[config.mk]
export PLATFORM = sky130hd
export DESIGN_NAME = ula_issue_flat
export DESIGN_NICKNAME = d
export VERILOG_FILES = /design/src/rtl/ula_issue_if.sv /design/src/rtl/ula_issue.sv /design/src/flat_wrapper.sv
export SDC_FILE = /design/constraint.sdc
export NUM_CORES = 1
export LEC_CHECK = 0
export ABC_AREA = 1
export BUFFER_PORTS_ARGS = -buffer_cell sky130_fd_sc_hd__clkbuf_2
export CORE_AREA = 2 2 67 132
export DETAILED_ROUTE_END_ITERATION = 7
export DIE_AREA = 0 0 69 134
export GPL_TIMING_DRIVEN = 0
export PLACE_DENSITY = 0.64
export SLEW_MARGIN = 5
export SYNTH_ARGS = -nofsm -noshare
export SYNTH_HDL_FRONTEND = slang
export SYNTH_SLANG_ARGS = --single-unit
[constraint.sdc]
create_clock -name clk -period 2.6 [get_ports clk]
set_input_delay 0.39 -clock clk [delete_from_list [all_inputs] [get_ports clk]]
set_output_delay 0.39 -clock clk [all_outputs]
set_load 0.01 [all_outputs]
[src/rtl/ula_issue_if.sv]
// ula_issue_if
//  Bundles the issue-side handshake, load port, ULA operand/result bus and
//  debug read port of ula_issue into one interface.
//  Modports:
//   slave  - seen by ula_issue (instruction/load requests in, ULA operands out)
//   master - seen by the decode side / environment driving ula_issue
//  Signals:
//   instr_valid_in/instr_ready_out, op_in, rd_in, rs_in : instruction handshake
//   ld_valid_in/ld_ready_out, ld_addr_in, ld_data_in    : direct register load
//   ula_op_out, a_out, b_out, result_in                 : combinational ULA bus
//   done_out, zero_out, busy_out                        : status
//   dbg_addr_in, dbg_data_out                           : register-file peek
interface ula_issue_if #(
  parameter int ULA_OP   = 3,
  parameter int BITS     = 8,
  parameter int REG_ADDR = 2
);
  logic                instr_valid_in;
  logic                instr_ready_out;
  logic [ULA_OP-1:0]   op_in;
  logic [REG_ADDR-1:0] rd_in;
  logic [REG_ADDR-1:0] rs_in;
  logic                ld_valid_in;
  logic [REG_ADDR-1:0] ld_addr_in;
  logic [BITS-1:0]     ld_data_in;
  logic                ld_ready_out;
  logic [ULA_OP-1:0]   ula_op_out;
  logic [BITS-1:0]     a_out;
  logic [BITS-1:0]     b_out;
  logic [BITS-1:0]     result_in;
  logic                done_out;
  logic                zero_out;
  logic                busy_out;
  logic [REG_ADDR-1:0] dbg_addr_in;
  logic [BITS-1:0]     dbg_data_out;

  modport slave (
    input  instr_valid_in, op_in, rd_in, rs_in,
    input  ld_valid_in, ld_addr_in, ld_data_in,
    input  result_in, dbg_addr_in,
    output instr_ready_out, ld_ready_out, ula_op_out, a_out, b_out,
    output done_out, zero_out, busy_out, dbg_data_out
  );

  modport master (
    output instr_valid_in, op_in, rd_in, rs_in,
    output ld_valid_in, ld_addr_in, ld_data_in,
    output result_in, dbg_addr_in,
    input  instr_ready_out, ld_ready_out, ula_op_out, a_out, b_out,
    input  done_out, zero_out, busy_out, dbg_data_out
  );
endinterface

[src/rtl/ula_issue.sv]
// ula_issue
//  Issue-side sequencer for an external combinational ULA. Accepts
//  rd <- rd OP rs instructions, reads both operands from the internal
//  register file, presents them to the ULA, captures the result and writes
//  it back to rd while updating the zero flag.
//  Sequence: IDLE -> READ -> EXEC -> WB -> IDLE (one instruction per 4 cycles).
//  Ports:
//   clk  - rising-edge clock
//   rst  - synchronous active-high reset
//   bus  - ula_issue_if.slave (handshake, load port, ULA bus, status, debug)
module ula_issue #(
  parameter int ULA_OP   = 3,
  parameter int BITS     = 8,
  parameter int REG_ADDR = 2
) (
  input  logic     clk,
  input  logic     rst,
  ula_issue_if.slave bus
);

  localparam int NREGS = 2 ** REG_ADDR;

  typedef enum logic [1:0] {S_IDLE, S_READ, S_EXEC, S_WB} state_t;

  state_t              r_state;
  state_t              w_next;
  logic [BITS-1:0]     r_regs [NREGS];
  logic [ULA_OP-1:0]   r_op;
  logic [REG_ADDR-1:0] r_rd;
  logic [REG_ADDR-1:0] r_rs;
  logic [ULA_OP-1:0]   r_ula_op;
  logic [BITS-1:0]     r_a;
  logic [BITS-1:0]     r_b;
  logic [BITS-1:0]     r_result;
  logic                r_zero;
  logic                w_idle;
  logic                w_accept;
  logic                w_load;

  assign w_idle   = (r_state == S_IDLE);
  assign w_accept = w_idle & bus.instr_valid_in;
  assign w_load   = w_idle & bus.ld_valid_in;

  // state register
  always_ff @(posedge clk) begin
    if (rst) r_state <= S_IDLE;
    else     r_state <= w_next;
  end

  // next-state logic
  always_comb begin
    w_next = r_state;
    case (r_state)
      S_IDLE: if (bus.instr_valid_in) w_next = S_READ;
      S_READ: w_next = S_EXEC;
      S_EXEC: w_next = S_WB;
      S_WB:   w_next = S_IDLE;
      default: w_next = S_IDLE;
    endcase
  end

  // outputs decoded from state
  always_comb begin
    bus.instr_ready_out = w_idle;
    bus.ld_ready_out    = w_idle;
    bus.busy_out        = ~w_idle;
    bus.done_out        = (r_state == S_WB);
  end

  // Register file. A load and an instruction accepted together both land at
  // the same edge; the operand read happens one cycle later in READ, so it
  // naturally observes the loaded value. Loads (IDLE) and write-back (WB)
  // can never coincide.
  always_ff @(posedge clk) begin
    if (rst) begin
      for (int i = 0; i < NREGS; i++) r_regs[i] <= '0;
    end else begin
      if (w_load)             r_regs[bus.ld_addr_in] <= bus.ld_data_in;
      if (r_state == S_WB)    r_regs[r_rd]           <= r_result;
    end
  end

  // accept: latch the instruction fields
  always_ff @(posedge clk) begin
    if (rst) begin
      r_op <= '0;
      r_rd <= '0;
      r_rs <= '0;
    end else if (w_accept) begin
      r_op <= bus.op_in;
      r_rd <= bus.rd_in;
      r_rs <= bus.rs_in;
    end
  end

  // READ -> EXEC: operands and opcode to the ULA; held until the next READ
  always_ff @(posedge clk) begin
    if (rst) begin
      r_a      <= '0;
      r_b      <= '0;
      r_ula_op <= '0;
    end else if (r_state == S_READ) begin
      r_a      <= r_regs[r_rd];
      r_b      <= r_regs[r_rs];
      r_ula_op <= r_op;
    end
  end

  // EXEC -> WB: capture the settled ULA result; WB -> IDLE: zero flag
  always_ff @(posedge clk) begin
    if (rst) begin
      r_result <= '0;
      r_zero   <= 1'b0;
    end else begin
      if (r_state == S_EXEC) r_result <= bus.result_in;
      if (r_state == S_WB)   r_zero   <= (r_result == '0);
    end
  end

  assign bus.ula_op_out   = r_ula_op;
  assign bus.a_out        = r_a;
  assign bus.b_out        = r_b;
  assign bus.zero_out     = r_zero;
  assign bus.dbg_data_out = r_regs[bus.dbg_addr_in];

endmodule

[src/flat_wrapper.sv]
// flat-port wrapper written by rule: the top's interface ports become plain ports
module ula_issue_flat 
#(
  parameter int ULA_OP   = 3,
  parameter int BITS     = 8,
  parameter int REG_ADDR = 2
)
  (clk, rst, bus_instr_valid_in, bus_op_in, bus_rd_in, bus_rs_in, bus_ld_valid_in, bus_ld_addr_in, bus_ld_data_in, bus_result_in, bus_dbg_addr_in, bus_instr_ready_out, bus_ld_ready_out, bus_ula_op_out, bus_a_out, bus_b_out, bus_done_out, bus_zero_out, bus_busy_out, bus_dbg_data_out);
  ula_issue_if #(.ULA_OP(ULA_OP), .BITS(BITS), .REG_ADDR(REG_ADDR)) bus_i ();
  input  logic clk;
  input  logic rst;
  input wire logic [$bits(bus_i.instr_valid_in)-1:0] bus_instr_valid_in;
  input wire logic [$bits(bus_i.op_in)-1:0] bus_op_in;
  input wire logic [$bits(bus_i.rd_in)-1:0] bus_rd_in;
  input wire logic [$bits(bus_i.rs_in)-1:0] bus_rs_in;
  input wire logic [$bits(bus_i.ld_valid_in)-1:0] bus_ld_valid_in;
  input wire logic [$bits(bus_i.ld_addr_in)-1:0] bus_ld_addr_in;
  input wire logic [$bits(bus_i.ld_data_in)-1:0] bus_ld_data_in;
  input wire logic [$bits(bus_i.result_in)-1:0] bus_result_in;
  input wire logic [$bits(bus_i.dbg_addr_in)-1:0] bus_dbg_addr_in;
  output wire logic [$bits(bus_i.instr_ready_out)-1:0] bus_instr_ready_out;
  output wire logic [$bits(bus_i.ld_ready_out)-1:0] bus_ld_ready_out;
  output wire logic [$bits(bus_i.ula_op_out)-1:0] bus_ula_op_out;
  output wire logic [$bits(bus_i.a_out)-1:0] bus_a_out;
  output wire logic [$bits(bus_i.b_out)-1:0] bus_b_out;
  output wire logic [$bits(bus_i.done_out)-1:0] bus_done_out;
  output wire logic [$bits(bus_i.zero_out)-1:0] bus_zero_out;
  output wire logic [$bits(bus_i.busy_out)-1:0] bus_busy_out;
  output wire logic [$bits(bus_i.dbg_data_out)-1:0] bus_dbg_data_out;
  assign bus_i.instr_valid_in = bus_instr_valid_in;
  assign bus_i.op_in = bus_op_in;
  assign bus_i.rd_in = bus_rd_in;
  assign bus_i.rs_in = bus_rs_in;
  assign bus_i.ld_valid_in = bus_ld_valid_in;
  assign bus_i.ld_addr_in = bus_ld_addr_in;
  assign bus_i.ld_data_in = bus_ld_data_in;
  assign bus_i.result_in = bus_result_in;
  assign bus_i.dbg_addr_in = bus_dbg_addr_in;
  assign bus_instr_ready_out = bus_i.instr_ready_out;
  assign bus_ld_ready_out = bus_i.ld_ready_out;
  assign bus_ula_op_out = bus_i.ula_op_out;
  assign bus_a_out = bus_i.a_out;
  assign bus_b_out = bus_i.b_out;
  assign bus_done_out = bus_i.done_out;
  assign bus_zero_out = bus_i.zero_out;
  assign bus_busy_out = bus_i.busy_out;
  assign bus_dbg_data_out = bus_i.dbg_data_out;
  ula_issue #(.ULA_OP(ULA_OP), .BITS(BITS), .REG_ADDR(REG_ADDR)) u_core (.clk(clk), .rst(rst), .bus(bus_i));
endmodule
==> results of run 1 <==
-- layout make-up --
class                      instances  area share, %
sequential                        69          39.34
inverter                          89          7.723
clock buffer                      10          5.294
buffer                            22          2.488
multi-input combinational        320          34.22
tap                               98          2.835
clock inverter                     6         0.9257
timing repair buffer              62          7.174
-- final timing paths --
kind / startpoint / slack (ps) / depth (start not counted) / to
hold / removal: bus_result_in[1] / 290 / 3 / u_core.r_result[1]
setup / recovery: u_core.r_state[0] / 390 / 9 / u_core.r_regs[3][7]
setup reg to reg: u_core.r_state[0] / 390 / 9 / u_core.r_regs[3][7]
hold reg to reg: u_core.r_result[6] / 480 / 2 / u_core.r_result[6]
-- cell usage in the layout, fill, tap and decap left out, drive strengths merged --
cell type	netlist	routed
nor2	93	93
dfxtp	37	37
clkinvlp	0	3
ha	5	5
clkbuf	7	79
buf	15	15
nand3	50	50
o21ai	44	44
o22ai	9	9
a21oi	12	12
nand4	2	2
nand2	105	105
inv	87	87
edfxtp	32	32
clkinv	2	5
-- worst max-delay path, delay by kind of cell, from the launching register on --
| family | cells | cell delay [ps] |
|---|---|---|
| flip-flops | 1 | 380 |
| adder cells (fa/ha/maj) | 1 | 270 |
| buffers and inverters | 3 | 290 |
| AND/OR/NAND/NOR | 5 | 900 |
-- flip-flops by register name, indices dropped and copies added, names as in the netlist --
register and cells:
u_core.bus.zero_out 1, u_core.r_regs 32, u_core.bus.ula_op_out 3, u_core.r_result 8
u_core.bus.b_out 8, u_core.r_state 2, u_core.r_op 3, u_core.r_rd 2
u_core.bus.a_out 8, u_core.r_rs 2
-- cell families after synthesis --
group	after synthesis	share of synthesized area, %
AOI/OAI and AO/OA	65	10.12
adders and majority gates	5	1.727
and+or+nand+nor	250	29.01
DFF	69	46.96
buffers and inverters	111	12.19
-- power groups by stage --
stage / combinational [uW] / clock [uW] / sequential, uW
2_1_floorplan: 1070 / 0 / 1650
3_3_place_gp: 1570 / 0 / 1620
3_5_place_dp: 1600 / 0 / 1630
4_1_cts: 1610 / 1110 / 1610
5_1_grt: 1820 / 1160 / 1650
6_report: 1600 / 1100 / 1610
-- stage by stage --
step           util, %  hold slack [ps]  power (uW)  cells  cell area, sq um
5_1_grt          52.54            302.2        4623    676              4325
3_3_place_gp     49.27            459.7        3191    660              4056
6_report         52.54            285.8        4311    676              4325
3_5_place_dp     49.27            475.6        3234    660              4056
4_1_cts          52.54            282.9        4336    676              4325
2_1_floorplan        -            444.2        2719    500              3623
-- metal layers --
metal,up-vias,global-route usage (%),part of all wire (%)
met3,23,4.132,3.3
met2,93,41.08,59
li1,1707,-,-
met4,0,11.11,2.8
met5,-,0,0
met1,1448,18.95,35
==> summary.md, run 1 <==
| Metric | Value |
|---|---|
| DRC Markers | 0 |
| CTS clock-pin slew for the worst setup and hold paths | 60 ps |
| Area grow syn2layout | 19.37% |
| Register area share after synthesis | 46.96% |
| Flops & latches, synth | 69 |
| Post-synth EDFFs | 32 |
| Worst setup EP type | register |
| Mapped Area | 3623 sq um |
| Clock Sinks | 69 |
| Post-CTS Setup Inserts | 0 |
| Worst Tran Pin Value | around 730 ps |
| Post-Syn Nets | 536 |
| Routability Congestion | 0.9177 |
| Height of the die | around 130 um |
| Comb power frac | a little under two fifths |
| Core footprint | 8233 sq um |
| First-pass GRT wire length | 14.86 mm |
| Static Leak | 0.002114 uW |
| Most common library cells after synthesis | 99 x nand2_1, 91 x nor2_1, 82 x inv_1, 50 x nand3_1, 37 x dfxtp_1 |
| Max-cap violations | 0 |
| Most area-consuming cells after synthesis | edfxtp_1 27%, dfxtp_1 20%, nand2_1 10%, nor2_1 9.4%, inv_1 8.5% |
| Antenna violations before repair | 0 |
| CP max stage cell | nor2_1 |
| TritonCTS clock tree | yes |
| Total CTS buffers | 9 |
| F_max | 451.9 MHz |
| Ports | 63 |
| Core Rows | 47 |
| Sequential share of power | 37.3% |
| Cell Pwr Density | 996.7 nW/um^2 |
| Die width | approximately 69 um |
| Int Pwr | 2656 uW |
| Setup WS pre-CTS | ~360 ps |
| Arrival @ worst endpoint | 2180 ps |
| Startpoint Class | register |
| Initial Utilization | 44.01% |
| Post-DRT Antenna Nets | 0 |
| Net switching power | roughly 1700 uW |
| Layout cells sized above 1 | roughly a fifth |
| Worst Clk Skew | 8.802 ps |
| Clk_lat worst skew | 340 ps |
| Detailed Route Iter0 Violations | 227 |
| Synth async-reset ratio | 0% |
| Wirelength, routed | between 9 and 10 mm |
| Cells after Synth | 500 |
| Yosys top cell area share | 26.52% |
| Largest area contributor in the netlist | edfxtp_1 |
| Pins Over Slew Limit | 0 |
| Clock network power share | around a quarter |
| Total GRT Usage | 20.69% |
| Root Driver | clkbuf_16 |
| RSZ-0062 raised after global routing | no |
| Critical path, cell by cell | inv_1, ha_1, nand2_1, inv_1, nand3_1, nand2_2, inv_2, nand2_1, nor2_1 |
| Relative slew slack | about half |
| Fillcell total | 834 |
| Sum Neg Setup Slack | 0 ps |
| Die footprint | 9246 sq um |
| Grt total ovfl | 0 |
| Worst hold path type | primary input to register |
| Multi-input logic area | 1480 sq um |
| Antenna cell count | 0 |
| Final Hold Violating Endpoints | 0 |
| Netlist cell types | 22 |
| Fin crit share | a little under nine tenths |
| Ys flop type | dfxtp_1 |
| Setup violations, final | 0 |
| Vias in the first global route | approximately 3200 |
| Mapped Avg Cell Area | 7.247 sq um |
| Fin crit period | 2213 ps |
| Ys Warns | 0 |
| Drt pass-1 iters | 4 |
| Largest net degree at the start of global routing | 13 |
| Critical path type | register to register |
| Post-CTS Hold Buffers | 0 |
| CP required | 2560 ps |
| Routed len/inst | 13.51 um |
| Sw frac | 38.38% |
| Buffers on Ports | slightly above 60 |
| Most numerous cell in the Yosys netlist | nand2_1 |
| Vias | between 3000 and 4000 |
| Via density | between 4 and 5 |
| CP max FO | 8 |
| Critical Path Max Stage Delay | 550 ps |
| Fin nets | 609 |
| Clock tree buffer depth | 2 |
| Register area | 1702 sq um |
| Setup ws final | slightly below 400 ps |
| VDD IR max | between 600 and 700 uV |
| # H-tree levels | 3 |
| Dpl hpwl | 7.462 mm |
| Status | complete, no violations |
| Post-CTS sizing | 0 |
Power figures use the tool's default switching activity.
==> run 2, diff against run 1 <==
--- a/config.mk
+++ b/config.mk
@@ -12,6 +12,7 @@
 export DIE_AREA = 0 0 69 134
 export GPL_TIMING_DRIVEN = 0
 export PLACE_DENSITY = 0.64
+export RECOVER_POWER = 50
 export SLEW_MARGIN = 5
 export SYNTH_ARGS = -nofsm -noshare
 export SYNTH_HDL_FRONTEND = slang
==> run 2 against run 1 <==
  * Clock skew shrank 2.7 ps
  * Non-clock buffer count is the same
  * Worst setup slack lost 110 ps
  * Core utilization shrank 0.79 points
  * Hold slack gained 11 ps
  * First-iteration DRC count shrank 2.2%
  * Critical path depth shrank 1
  * Register-to-register slack lost 110 ps
  * Die area is the same
  * Flip-flop and latch count is the same
==> summary.md, run 2 (synthesis gave the netlist of run 1 again) <==
| Metric | Value |
|---|---|
| Status | complete, no violations |
| VDD IR max | 614.1 uV (+0.85%) |
| Min-delay src | bus_result_in[1] |
| Height of the die | 134 um (unchanged) |
| Total GRT Usage | 20.69% (unchanged) |
| Ports | 63 (unchanged) |
| Max reg flops | 32 (unchanged) |
| Root Driver | clkbuf_16 |
| # H-tree levels | 3 (unchanged) |
| Routed wl met3 | 330 um (+8.9%) |
| Core footprint | 8233 sq um (unchanged) |
| Fillcell total | 859 (+3.0%) |
| Startpoint Class | register |
| Antenna violations before repair | 0 (unchanged) |
| Relative slew slack | 51.45% (+0.23 points) |
| Max-cap violations | 0 (unchanged) |
| DRT met1 WL | 3.209 mm (about the same) |
| RSZ-0062 raised after global routing | no |
| DRC Markers | 0 (unchanged) |
| Arrival @ worst endpoint | 2290 ps (+110 ps) |
| Layout cells sized above 1 | 13.49% (-5.7 points) |
| Core Rows | 47 (unchanged) |
| Commonest cells after routing, fill and taps aside | 100 x nand2_1, 91 x nor2_1, 82 x inv_1 |
| Worst Hold End | u_core.r_result[1] |
| Fin crit period | 2319 ps (+105.8 ps) |
| Post-CTS sizing | 0 (unchanged) |
| Dpl hpwl | 7.462 mm (unchanged) |
| CTS clock-pin slew for the worst setup and hold paths | 60 ps (about the same) |
| Final Hold Violating Endpoints | 0 (unchanged) |
| First-pass GRT wire length | 14.86 mm (unchanged) |
| Static Leak | 0.002018 uW (-4.5%) |
| Worst hold path type | primary input to register |
| Post-DRT Antenna Nets | 0 (unchanged) |
| Total CTS buffers | 9 (unchanged) |
| Clock Sinks | 69 (unchanged) |
| Critical Path Max Stage Delay | 390 ps (-160 ps) |
| Routability Congestion | 0.9177 (unchanged) |
| TritonCTS clock tree | yes |
| Clock tree buffer depth | 2 (unchanged) |
| R2R cell count | 8 (-1) |
| Non-Filler Instances | 676 (unchanged) |
| Antenna cell count | 0 (unchanged) |
| Worst Clk Skew | 6.121 ps (-2.681 ps) |
| Post-CTS Hold Buffers | 0 (unchanged) |
| CP max FO | 10 (+2) |
| CP required | 2580 ps (+20 ps) |
| Critical path, cell by cell | ha_1, inv_2, nor2_2, clkbuf_1, nand2_1, nand2_1, nand2_4, nand2_1 |
| FF-to-FF setup slack | 280 ps (-110 ps) |
| Crit path from | u_core.r_state[0] |
| Initial Utilization | 44.01% (unchanged) |
| Fin crit share | 89.17% (+4.1 points) |
| Pins Over Slew Limit | 0 (unchanged) |
| Area grow syn2layout | 17.58% |
| Met2 WL | 5.480 mm (+2.1%) |
| Cell Pwr Density | 998.2 nW/um^2 (+0.15%) |
| Most used cell, CP | nand2_1 |
| Commonest non-fill, non-tap cell in the layout | nand2_1 |
| Fin nets | 609 (unchanged) |
| Largest net degree at the start of global routing | 13 (unchanged) |
| Worst path bufs/invs | 2 (-1) |
| Grt total ovfl | 0 (unchanged) |
| F_max | 431.3 MHz (-4.6%) |
| Clk_lat worst skew | 330 ps (about the same) |
| Hold path cells | 3 (unchanged) |
| CP max stage cell | dfxtp_1 |
| Reg with most FFs | u_core.r_regs |
| Setup violations, final | 0 (unchanged) |
| Reg2reg end | u_core.r_regs[2][1] |
| Worst R2R Start | u_core.r_state[0] |
| Post-Place Cells | 660 (unchanged) |
| Vias | 3279 (+0.24%) |
| Worst setup EP type | register |
| Delay-heaviest family, CP | simple AND/OR/NAND/NOR gates |
| Via density | 4.851 (+0.24%) |
| Sum Neg Setup Slack | 0 ps (unchanged) |
| Routed len/inst | 13.58 um (+0.50%) |
| Buffers on Ports | 62 (unchanged) |
| Die footprint | 9246 sq um (unchanged) |
| Post-CTS Setup Inserts | 0 (unchanged) |
| Die width | 69 um (unchanged) |
| Critical path type | register to register |
| Detailed Route Iter0 Violations | 222 (-2.2%) |
| Drt pass-1 iters | 7 (+3) |
| Worst Tran Pin Value | 725.6 ps (-3.477 ps) |
| Vias in the first global route | 3244 (unchanged) |
| Top Layer Used | met4 |
| Wirelength, routed | 9.180 mm (+0.50%) |
-- run 2: how the worst max path moves through the flow --
stage                                endpoint  slack [ps]  depth (start not counted)
after floorplan           u_core.r_regs[3][0]         680                          9
after global placement    u_core.r_regs[3][7]         440                          9
after detailed placement  u_core.r_regs[3][7]         360                          9
after CTS                 u_core.r_regs[3][5]         350                          9
after global routing      u_core.r_regs[0][4]         140                          8
final                     u_core.r_regs[2][1]         280                          8
-- run 2: routing by layer --
layer  track usage, %  up-vias
li1                 -     1708
met1            18.95     1465
met2            41.08       93
met3            4.132       13
met4            11.11        0
met5                0        -
-- run 2: cell type report --
class                      instances  area [sq um]  share of cell area [%]
sequential                        69          1702                   39.94
multi-input combinational        320          1448                   33.98
inverter                          89         334.1                   7.841
timing repair buffer              62         282.8                   6.637
clock buffer                      10         229.0                   5.374
tap                               98         122.6                   2.878
buffer                            22         102.6                   2.408
clock inverter                     6         40.04                  0.9398
-- run 2: through the flow --
step / power, uW / cell area [sq um] / utilization, % / hold slack [ps] / setup slack [ps]
floorplan: 2719 / 3623 / - / 444.2 / 676.0
global placement: 3191 / 4056 / 49.27 / 459.7 / 435.3
detailed placement: 3234 / 4056 / 49.27 / 475.6 / 360.6
CTS: 4336 / 4325 / 52.54 / 282.9 / 347.1
global route: 4574 / 4260 / 51.75 / 302.2 / 136.5
finish: 4253 / 4260 / 51.75 / 297.1 / 281.5
-- run 2: report_power, final --
part / switching [uW] / internal [uW]
logic: 1040 / 516
registers: 152 / 1460
clock network: 449 / 641
-- run 2: tightest hold or removal path: cells and delay by family --
kind | cells | cell delay (ps)
buf+inv | 1 | 80
simple gates | 2 | 120
==> run 3, diff against run 2 <==
--- a/config.mk
+++ b/config.mk
@@ -12,7 +12,7 @@
 export DIE_AREA = 0 0 69 134
 export GPL_TIMING_DRIVEN = 0
 export PLACE_DENSITY = 0.64
-export RECOVER_POWER = 50
+export RECOVER_POWER = 25
 export SLEW_MARGIN = 5
 export SYNTH_ARGS = -nofsm -noshare
 export SYNTH_HDL_FRONTEND = slang
==> constraint.sdc (replaced) <==
create_clock -name clk -period 2.4 [get_ports clk]
set_input_delay 0.36 -clock clk [delete_from_list [all_inputs] [get_ports clk]]
set_output_delay 0.36 -clock clk [all_outputs]
set_load 0.01 [all_outputs]
==> run 3 against run 2 <==
  * Count of clock-buffer cells in the layout stayed put
  * Non-clock buffer count stayed put
  * Wire length is 0.14% lower
  * Combinational power is 8% higher
  * Worst setup slack worse by 72 ps
  * Hold slack worse by 43 ps
  * Sequential power is 9% higher
  * Sequential share of layout area is 0.059 points lower
  * Core utilization is 0.076 points higher
  * Final cell count stayed put
  * Flip-flop and latch count stayed put
  * Maximum frequency is 5.8% higher
==> summary.md, run 3 (synthesis gave the netlist of run 1 again) <==
| Metric | Value |
|---|---|
| Worst Clk Skew | 9.168 ps (+3.047 ps) |
| Ports | 63 (unchanged) |
| Via density | 4.794 (-1.2%) |
| Top Layer Used | met4 |
| RSZ-0062 raised after global routing | no |
| Wirelength, routed | 9.167 mm (-0.14%) |
| Arrival @ worst endpoint | 2160 ps (-130 ps) |
| Vias | 3241 (-1.2%) |
| Antenna cell count | 0 (unchanged) |
| Largest net degree at the start of global routing | 13 (unchanged) |
| Post-CTS sizing | 0 (unchanged) |
| Total GRT Usage | 20.69% (unchanged) |
| Min-delay src | bus_result_in[1] |
| Drt pass-1 iters | 4 (-3) |
| Clk_lat worst skew | 340 ps (about the same) |
| Post-CTS Setup Inserts | 0 (unchanged) |
| Area grow syn2layout | 17.75% |
| Critical path type | register to register |
| Relative slew slack | 51.08% (-0.37 points) |
| Core footprint | 8233 sq um (unchanged) |
| CP required | 2360 ps (-220 ps) |
| VDD IR max | 657.2 uV (+7.0%) |
| Setup WS pre-CTS | 160.6 ps (-200.0 ps) |
| Clock Sinks | 69 (unchanged) |
| Core Rows | 47 (unchanged) |
| Total CTS buffers | 9 (unchanged) |
| Routability Congestion | 0.9177 (unchanged) |
| Met2 WL | 5.394 mm (-1.6%) |
| Worst setup EP type | register |
| Setup ws final | 209.3 ps (-72.22 ps) |
| Height of the die | 134 um (unchanged) |
| Fin crit period | 2191 ps (-127.8 ps) |
| Worst hold path type | primary input to register |
| Final Hold Violating Endpoints | 0 (unchanged) |
| Antenna violations before repair | 0 (unchanged) |
| Worst R2R Start | u_core.r_state[0] |
| Reg with most FFs | u_core.r_regs |
| TritonCTS clock tree | yes |
| F_max | 456.5 MHz (+5.8%) |
| Fin crit share | 91.28% (+2.1 points) |
| Pins Over Slew Limit | 0 (unchanged) |
| Routed wl met3 | 305 um (-7.6%) |
| Post-CTS Hold Buffers | 0 (unchanged) |
| # H-tree levels | 3 (unchanged) |
| Die footprint | 9246 sq um (unchanged) |
| Commonest cells after routing, fill and taps aside | 100 x nand2_1, 91 x nor2_1, 82 x inv_1 |
| Cell Pwr Density | 1083 nW/um^2 (+8.5%) |
| Sum Neg Setup Slack | 0 ps (unchanged) |
| Vias in the first global route | 3244 (unchanged) |
| Die width | 69 um (unchanged) |
| Routed len/inst | 13.56 um (-0.14%) |
| Grt total ovfl | 0 (unchanged) |
| Buffers on Ports | 62 (unchanged) |
| First-pass GRT wire length | 14.86 mm (unchanged) |
| Detailed Route Iter0 Violations | 223 (+0.45%) |
| Status | complete, no violations |
| Commonest non-fill, non-tap cell in the layout | nand2_1 |
| Worst Tran Pin Value | 731.1 ps (+5.522 ps) |
| DRC Markers | 0 (unchanged) |
| Dpl hpwl | 7.462 mm (unchanged) |
| Post-DRT Antenna Nets | 0 (unchanged) |
| Root Driver | clkbuf_16 |
| Setup violations, final | 0 (unchanged) |
| Startpoint Class | register |
| Layout cells sized above 1 | 14.36% (+0.87 points) |
| CP max FO | 8 (-2) |
| DRT met1 WL | 3.255 mm (+1.4%) |
| Static Leak | 0.002027 uW (+0.43%) |
| Max-cap violations | 0 (unchanged) |
| Crit path from | u_core.r_state[0] |
| CTS clock-pin slew for the worst setup and hold paths | 60 ps (about the same) |
| Fin nets | 609 (unchanged) |
| Initial Utilization | 44.01% (unchanged) |
| Max reg flops | 32 (unchanged) |
| Clock tree buffer depth | 2 (unchanged) |
[run 3: through the flow]
step / cell area (sq um) / total power, uW / util (%) / cells / hold WS [ps]
after floorplan: 3623 / 2945 / - / 500 / 444.2
after global placement: 4056 / 3457 / 49.27 / 660 / 459.7
after detailed placement: 4056 / 3504 / 49.27 / 660 / 475.6
after CTS: 4325 / 4697 / 52.54 / 676 / 252.9
after global routing: 4267 / 4958 / 51.82 / 676 / 272.2
final: 4267 / 4622 / 51.82 / 676 / 254.2
[run 3: final timing paths]
check                             end  slack, ps  depth (start not counted)
setup / recovery  u_core.r_regs[3][7]        210                          9
hold / removal     u_core.r_result[1]        250                          3
setup reg to reg  u_core.r_regs[3][7]        210                          9
hold reg to reg    u_core.r_result[6]        480                          2
[run 3: final cells by class]
cell class / count / area (sq um)
fillers: 852 / 3966
flip-flops and latches: 69 / 1702
multi-input cells: 320 / 1446
inverters: 89 / 334.1
repair buffers: 62 / 285.3
clock buffers: 10 / 229.0
well taps: 98 / 122.6
plain buffers: 22 / 107.6
clock inverters: 6 / 40.04
[run 3: where the power goes]
part	switching, uW	total [uW]	internal, uW
Combinational	1120	1680	565
Clock	502	1200	695
Sequential	165	1750	1580
[run 3: critical path: stages (launching register included)]
cell and delay [ps]:
dfxtp_1 390, inv_1 100, ha_1 270, nand2_1 100, inv_1 70, nand3_1 80, nand2_2 110, inv_2 100
nand2_1 50, nor2_1 550
[run 3: routing by layer]
| metal | GRT usage (%) | vias up |
|---|---|---|
| li1 | - | 1708 |
| met1 | 18.95 | 1433 |
| met2 | 41.08 | 80 |
| met3 | 4.132 | 20 |
| met4 | 11.11 | 0 |
| met5 | 0 | - |
